## config.mk

```make
export PLATFORM = sky130hd
export DESIGN_NAME = game_turn_controller
export DESIGN_NICKNAME = d
export VERILOG_FILES = /design/src/rtl/game_2048_pkg.sv /design/src/rtl/spawn_lfsr.sv /design/src/rtl/game_turn_controller.sv
export SDC_FILE = /design/constraint.sdc
export NUM_CORES = 1
export LEC_CHECK = 0
export BUFFER_PORTS_ARGS = -buffer_cell sky130_fd_sc_hd__buf_4
export CORE_MARGIN = 3
export CORE_UTILIZATION = 41
export DETAILED_ROUTE_END_ITERATION = 7
export PLACE_DENSITY_LB_ADDON = 0.1
export SKIP_LAST_GASP = 1
export SYNTH_ARGS = -nofsm -noshare
export SYNTH_HDL_FRONTEND = slang
export SYNTH_SLANG_ARGS = --single-unit
```

## constraint.sdc

```tcl
create_clock -name clk -period 3.4 [get_ports clk]
set_input_delay 0.85 -clock clk [delete_from_list [all_inputs] [get_ports clk]]
set_output_delay 0.85 -clock clk [all_outputs]
set_load 0.05 [all_outputs]
```

## src/rtl/game_2048_pkg.sv

```systemverilog
// game_2048_pkg: shared types and constants for the 2048 turn logic
package game_2048_pkg;
    localparam int TILE_W = 12;
    localparam logic [3:0] DIR_LEFT  = 4'b1000;
    localparam logic [3:0] DIR_DOWN  = 4'b0100;
    localparam logic [3:0] DIR_UP    = 4'b0010;
    localparam logic [3:0] DIR_RIGHT = 4'b0001;
    typedef enum logic [3:0] {
        BOOT, CLEAR, SCAN, WRITE, EVAL, IDLE, CHECK, REJECT, START, WAIT, WON, LOST
    } turn_state_t;
    // board[row][col] selects one tile
    typedef logic [3:0][3:0][TILE_W-1:0] board_t;
    function automatic logic is_onehot(input logic [3:0] d);
        return d != 4'd0 && (d & (d - 4'd1)) == 4'd0;
    endfunction
endpackage

```

## src/rtl/spawn_lfsr.sv

```systemverilog
// spawn_lfsr: 16-bit Galois LFSR (x^16+x^14+x^13+x^11+1) picking spawn cells
module spawn_lfsr #(
    parameter logic [15:0] SEED = 16'hACE1
) (
    input  logic        clk,
    input  logic        rst_n,
    input  logic        en,
    output logic [15:0] lfsr
);
    always_ff @(posedge clk or negedge rst_n)
        if (!rst_n)  lfsr <= SEED;
        else if (en) lfsr <= {1'b0, lfsr[15:1]} ^ (lfsr[0] ? 16'hB400 : 16'h0000);
endmodule

```

## src/rtl/game_turn_controller.sv

```systemverilog
// game_turn_controller: sequences accept/check/move/spawn/evaluate for each 2048 turn
module game_turn_controller
    import game_2048_pkg::*;
#(
    parameter logic [TILE_W-1:0] WIN_VALUE = 12'd2048,
    parameter logic [15:0]       LFSR_SEED = 16'hACE1
) (
    input  logic              clk,
    input  logic              rst_n,
    input  logic              new_game,
    input  logic              dir_valid,
    input  logic [3:0]        dir_req,
    output logic              dir_ready,
    input  logic [3:0]        side_possible,
    input  board_t            board,
    output logic              board_clear,
    output logic              move_start,
    output logic [3:0]        move_dir,
    input  logic              move_done,
    output logic              move_rejected,
    output logic              spawn_we,
    output logic [1:0]        spawn_row,
    output logic [1:0]        spawn_col,
    output logic [TILE_W-1:0] spawn_value,
    output logic [15:0]       moves_count,
    output logic              game_won,
    output logic              game_lost,
    output logic              busy
);
    turn_state_t state, nxt;
    logic [15:0] lfsr;
    logic [3:0]  dir, idx, scan_cnt;
    logic [1:0]  spawns_left;
    logic        val4, win, cell_empty;

    spawn_lfsr #(.SEED(LFSR_SEED)) u_lfsr (.clk(clk), .rst_n(rst_n), .en(1'b1), .lfsr(lfsr));

    always_comb begin
        win = 1'b0;
        for (int r = 0; r < 4; r++)
            for (int c = 0; c < 4; c++)
                win = win | (board[r][c] >= WIN_VALUE);
    end

    assign cell_empty = board[idx[3:2]][idx[1:0]] == '0;

    always_comb begin
        nxt = state;
        case (state)
            BOOT:    nxt = CLEAR;
            CLEAR:   nxt = SCAN;
            SCAN:    nxt = cell_empty ? WRITE : scan_cnt == 4'd15 ? EVAL : SCAN;
            WRITE:   nxt = spawns_left > 2'd1 ? SCAN : EVAL;
            EVAL:    nxt = win ? WON : side_possible == 4'd0 ? LOST : IDLE;
            IDLE:    nxt = dir_valid ? CHECK : IDLE;
            CHECK:   nxt = is_onehot(dir) && (dir & side_possible) != 4'd0 ? START : REJECT;
            REJECT:  nxt = IDLE;
            START:   nxt = WAIT;
            WAIT:    nxt = move_done ? SCAN : WAIT;
            default: nxt = state;
        endcase
        if (new_game && state != BOOT) nxt = CLEAR;
    end

    always_ff @(posedge clk or negedge rst_n)
        if (!rst_n) state <= BOOT;
        else        state <= nxt;

    // every entry into SCAN restarts from a fresh pseudo-random cell
    always_ff @(posedge clk or negedge rst_n)
        if (!rst_n) begin
            dir         <= '0;
            idx         <= '0;
            val4        <= 1'b0;
            scan_cnt    <= '0;
            spawns_left <= '0;
            moves_count <= '0;
        end else begin
            if (state == IDLE && nxt == CHECK) dir <= dir_req;
            if (nxt == SCAN && state != SCAN) begin
                idx      <= lfsr[3:0];
                val4     <= lfsr[7:4] == 4'd0;
                scan_cnt <= '0;
            end else if (state == SCAN && nxt == SCAN) begin
                idx      <= idx + 4'd1;
                scan_cnt <= scan_cnt + 4'd1;
            end
            if (state == CLEAR) begin
                moves_count <= '0;
                spawns_left <= 2'd2;
            end
            if (state == START) begin
                moves_count <= moves_count + {15'd0, moves_count != 16'hFFFF};
                spawns_left <= 2'd1;
            end
            if (state == WRITE) spawns_left <= spawns_left - 2'd1;
        end

    assign dir_ready     = state == IDLE;
    assign board_clear   = state == CLEAR;
    assign move_start    = state == START;
    assign move_rejected = state == REJECT;
    assign spawn_we      = state == WRITE;
    assign spawn_row     = idx[3:2];
    assign spawn_col     = idx[1:0];
    assign spawn_value   = spawn_we ? (val4 ? TILE_W'(4) : TILE_W'(2)) : '0;
    assign move_dir      = dir;
    assign game_won      = state == WON;
    assign game_lost     = state == LOST;
    assign busy          = !(state inside {BOOT, IDLE, WON, LOST});
endmodule

```

After elaboration in Yosys (flattened, before gate mapping):

Cells that the tools add are included.

* register bits: 51
* output and inout bits: 44

* $add $sub $neg: 5
* magnitude comparators: 19
* eq/ne operators: 16
* mux-type cells: 26
* bitwise operators: 18
* reduce and logical (&&, ||, !) cells: 19

Operators by type and width (number)
* $ge A12 B12 Y1 const B: 16
* $bmux W48 S2: 1
* $mux W16: 3
* $mux W48: 1
* $pmux W4 S10: 1
* $mux W4: 9
* $bmux W12 S2: 1
* $eq A4 B3 Y1 const B: 5
* $eq A4 B4 Y1 const B: 5
* $add A16 B1 Y16: 1
* $logic_not A4 Y1: 4
* $ne A16 B16 Y1 const B: 1
* $reduce_bool A4 Y1: 4
* $xor A15 B16 Y16: 1
* $mux W3: 5
* $or A1 B1 Y1: 15
* $eq A4 B2 Y1 const B: 3
* $logic_not A12 Y1: 1
* $mux W12: 1
* $add A4 B1 Y4 const B: 2
* $and A4 B4 Y4: 2
* $mux W2: 4
* $logic_and A1 B1 Y1: 6
* $lt A2 B3 Y1 const B: 2
* 8 further kinds: 9

Longest topological paths before layout:

* depth after elaboration: 23
* mapped depth: 12
* depth with buffers taken out: 11

Modules after synthesis:

A second synthesis with hierarchy kept.

* cells, all modules: 406
* area total of the unflattened synthesis: 3552.2 um^2

Modules (own cells, without submodules)
* game_turn_controller: instances 1, cells an instance 366, area each 2896.5 um^2
* spawn_lfsr: instances 1, cells an instance 40, area each 655.6 um^2

Least setup slack after synthesis:

Ideal clock, no wire load.

* kind: input port to flip-flop
* start: in board[143] (netlist bit)
* end: reg scan_cnt[3]
* library setup time: 0.104 ns
* data arrival time: 2.970 ns
* setup slack: 0.327 ns
* stages on the path: 10
* buffers on the path: 2
* cell sequence: nor4_1 -> nand2_1 -> nor4_2 -> o22ai_1 -> a2bb2oi_1 -> or4b_1 -> buf_2 -> or2_0 -> buf_6 -> o41ai_2

* word-level cells in the longest chain between the ends: 12

Ends and longest elaborated chain
* from (decl): RTL line game_turn_controller.sv:15 `input board_t board,`
* $ge A12 B12 Y1 *: RTL line game_turn_controller.sv:42 `win = win | (board[r][c] >= WIN_VALUE);`
* $or A1 B1 Y1 * (5 in a row): RTL line game_turn_controller.sv:42
* $mux W4 *: RTL line game_turn_controller.sv:54 `EVAL: nxt = win ? WON : side_possible == 4'd0 ? LOST : IDLE;`
* $pmux W4 S10 *: RTL line game_turn_controller.sv:49 `case (state)`
* $mux W4 *: RTL line game_turn_controller.sv:62 `if (new_game && state != BOOT) nxt = CLEAR;`
* via nxt[3]: RTL line game_turn_controller.sv:30 `turn_state_t state, nxt;`
* $eq A4 B2 Y1 *: RTL line game_turn_controller.sv:80, game_turn_controller.sv:84
* $logic_and A1 B1 Y1, on equally long branches: RTL line game_turn_controller.sv:80, game_turn_controller.sv:84
* $mux W4 / $reduce_bool A2 Y1 (equally long branches)
* to (signal assigned): RTL line game_turn_controller.sv:86 `scan_cnt <= scan_cnt + 4'd1;`
* to (decl): RTL line game_turn_controller.sv:32 `logic [3:0] dir, idx, scan_cnt;`

The timed path passes the listed nets; every way through them passes the cells marked *. The select of a mux whose other input is x is not followed.
A chain may end at the register's enable or synchronous reset.

Worst setup path after layout:

Ends and elaborated chain as after synthesis.

==> results.tsv <==
stage	metric	value	unit
floorplan	core area	7850	um2
floorplan	Die H	96.7	um
finish	nets@finish	845	
sta	min cycle time layout	3090	ps
logic_synthesis	Compound-Gate Fraction of Synth Area	17.0	%
clock_tree	cts repair resizes	0	
drt	DRT Pass-1 Iters	5	
global_routing	number of global-route vias before repair	3992	
floorplan	Die ar.	9360	um2
critical_path	WP data arrival	3310	ps
critical_path	WP data required	3620	ps
floorplan	Die X-Extent	96.7	um
sta	actual slew at the worst max-slew pin	691	ps
logic_synthesis	area share of the largest cell type after synthesis	31.9	%
critical_path	Crit Path Class	in2reg	
drt	detailed router's first-iteration violation count	209	
clock_tree	CTS sink count	51	
pwr	peak supply drop	406	uV
sta	Final WS setup	311	ps
finish	Area Growth Syn to Fin	58.6	%
critical_path	critical path capture point type	register	
sta	slew margin rel.	53.4	%
finish	share of cells above drive strength 1	44.0	%
sta	Final Skew	7.04	ps
clock_tree	CTS buffer count	5	
global_routing	total gr overflow	0	
drt	Detail Route Antenna Nets	0	
sta	Fmax achieved	0.324	GHz
sta	final setup violation count	0	
logic_synthesis	mux share of post-synthesis cell area	2.22	%
sta	unrepaired setup endpoints after global routing	no	
clock_tree	Clk Latency, worst-skew pair	310	ps
floorplan	IO Pins	249	
global_routing	initial antenna violation count	0	
sta	final hold violation count	0	
clock_tree	clock tree buffer depth	2	
drt	Vias	4075	
sta	fin. max-slew vios	0	
drt	DRC Markers	0	
place	Placement Cell Area	5260	um2
logic_synthesis	Post-Synth Adder-Cell Area	1.85	%
drt	drt via density	5.52	
logic_synthesis	#FFs+latches synth	51	
critical_path	CP max FO	9	
floorplan	FP Rows	32	
critical_path	R2R Setup Slk	310	ps
place	gp weighted congestion	1.01	
logic_synthesis	top-count cell post-synth	nor4_1	
clock_tree	Post-CTS Hold Buffers	0	
clock_tree	CTS tree	built	
sta	Period Utilization, post-route	90.9	%
sta	setup TNS	0	ps
place	Post-DP HPWL	11.2	mm
critical_path	Worst setup SP type	primary input	
logic_synthesis	Synth cell types	56	
floorplan	Initial Util	43.0	%
clock_tree	Post-CTS Setup Inserts	0	
logic_synthesis	Post-synth EDFFs	0	
finish	final instance area	5350	um2
logic_synthesis	XOR/XNOR Fraction of Synth Area	1.04	%
logic_synthesis	sequential area share after synthesis	38.1	%
finish	diodes inserted	0	
finish	FILL cells	676	
place	dpl cells	730	
logic_synthesis	largest family of logic cells by synthesized area	simple AND/OR/NAND/NOR gates	
logic_synthesis	asr flop ratio synth	100	%
pwr	Pwr per Cell Area	508	nW/um2
logic_synthesis	Synth Area in Simple Gates	34.1	%
finish	non-filler cells, final	738	
logic_synthesis	most frequent cells after synthesis	nor4_1, dfrtp_1, nand2_1	
logic_synthesis	top_reg_cell synth	dfrtp_1	
global_routing	first-pass GRT wire length	21.0	mm
logic_synthesis	Cell Area, Synth	3380	um2
logic_synthesis	Synth area leader	dfrtp_1	
drt	WL per Instance	18.0	um
logic_synthesis	ranking of synthesized cells by area	dfrtp_1, nor4_1, dfstp_2	
logic_synthesis	Syn. warnings	0	
drt	DRT Wirelength	13.3	mm
place	dpl ws	23.5	ps
finish	Core Util, Final	68.2	%
clock_tree	clock transition at the registers of the reported paths	100	ps
finish	Multi-input gate area	1940	um2
finish	Reg area	1290	um2
global_routing	pin count of the biggest net entering global routing	52	
min_path	hold crit path type	reg2reg	
run	total of max-cap violations	0	
logic_synthesis	Synth Instances	395	
global_routing	All-Layer GR Usage	27.6	%
logic_synthesis	Syn Area/Cell	8.55	um2
clock_tree	Root Driver	clkbuf_8	
pwr	static leakage	2.50	nW
place	PortBufs	238	
outcome	status	completed	
clock_tree	CTS H-Tree Depth	2	
[power by group]
group          internal (W)  total [W]  switching, W
registers          0.000688   0.000855      0.000167
logic              0.000616    0.00149      0.000870
clock network      0.000156   0.000378      0.000223
[cells by family (layout without fill, tap and decap cells)]
kind of cell | Yosys count | after routing
other cells | 1 | 10
mux | 7 | 7
compound gates | 87 | 87
fa+ha+maj | 5 | 5
xor+xnor | 4 | 4
flops | 51 | 51
simple gates | 207 | 207
buf+inv | 33 | 265
[final timing paths]
path                            cells past startpoint      startpoint              to
min in group asynchronous                           1           rst_n     move_dir[0]
worst min register to register                      0  u_lfsr.lfsr[8]  u_lfsr.lfsr[7]
worst min-delay path                                0  u_lfsr.lfsr[8]  u_lfsr.lfsr[7]
max in group asynchronous                           1           rst_n  u_lfsr.lfsr[2]
worst max register to register                      8          idx[2]          idx[1]
worst max-delay path                                9      board[143]     scan_cnt[3]
[routing by layer]
metal  routed length, um  up-vias  global-route usage (%)
met2                6500      197                    45.4
met3                1090       19                    6.34
met4                 206        0                    5.29
li1                    -     1986                       -
met5                   0        -                       0
met1                5470     1873                    37.3
[state kept, by name (all words and copies together), names as in the netlist]
| signal | flops |
|---|---|
| u_lfsr.lfsr | 16 |
| moves_count | 16 |
| spawns_left | 2 |
| state | 4 |
| move_dir | 4 |
| scan_cnt | 4 |
| val4 | 1 |
| idx | 4 |
[through the flow]
stage | hold WS, ps | total power, W
2_1_floorplan | 331 | 0.00180
3_3_place_gp | 336 | 0.00231
3_5_place_dp | 337 | 0.00233
4_1_cts | 362 | 0.00272
5_1_grt | 368 | 0.00291
6_report | 360 | 0.00272
[worst max-delay path: stages]
cell and delay (ps):
buf_4 120, nor4_1 290, nand2_1 150, nor4_2 370, o22ai_1 130, a2bb2oi_1 150, or4b_1 490, or2_0 400
o41ai_2 350
[final cells by class]
class                      count  share of cell area (%)
multi-input combinational    320                    36.2
tap                          102                    2.38
timing repair buffer         251                    35.2
sequential                    51                    24.0
clock inverter                 3                   0.538
inverter                       6                   0.421
clock buffer                   5                    1.29
[placed cells by master, fill, tap and decap left out, types with 6 or more instances in the layout]
cell      netlist  final
nand2b_1        8      8
nor4_1         44     44
dfstp_2         8      8
o21ai_0        32     32
nand4_1         9      9
nor2_1         27     27
nand3_1        19     19
dfrtp_1        43     43
nor2b_1         6      6
buf_4          12    251
nand2_1        35     35
conb_1          1     10
or4_1          11     11
a21oi_1         9      9
o31ai_1        11     11
nor3_1         18     18
No activity file was read; power rests on OpenSTA's default activity.
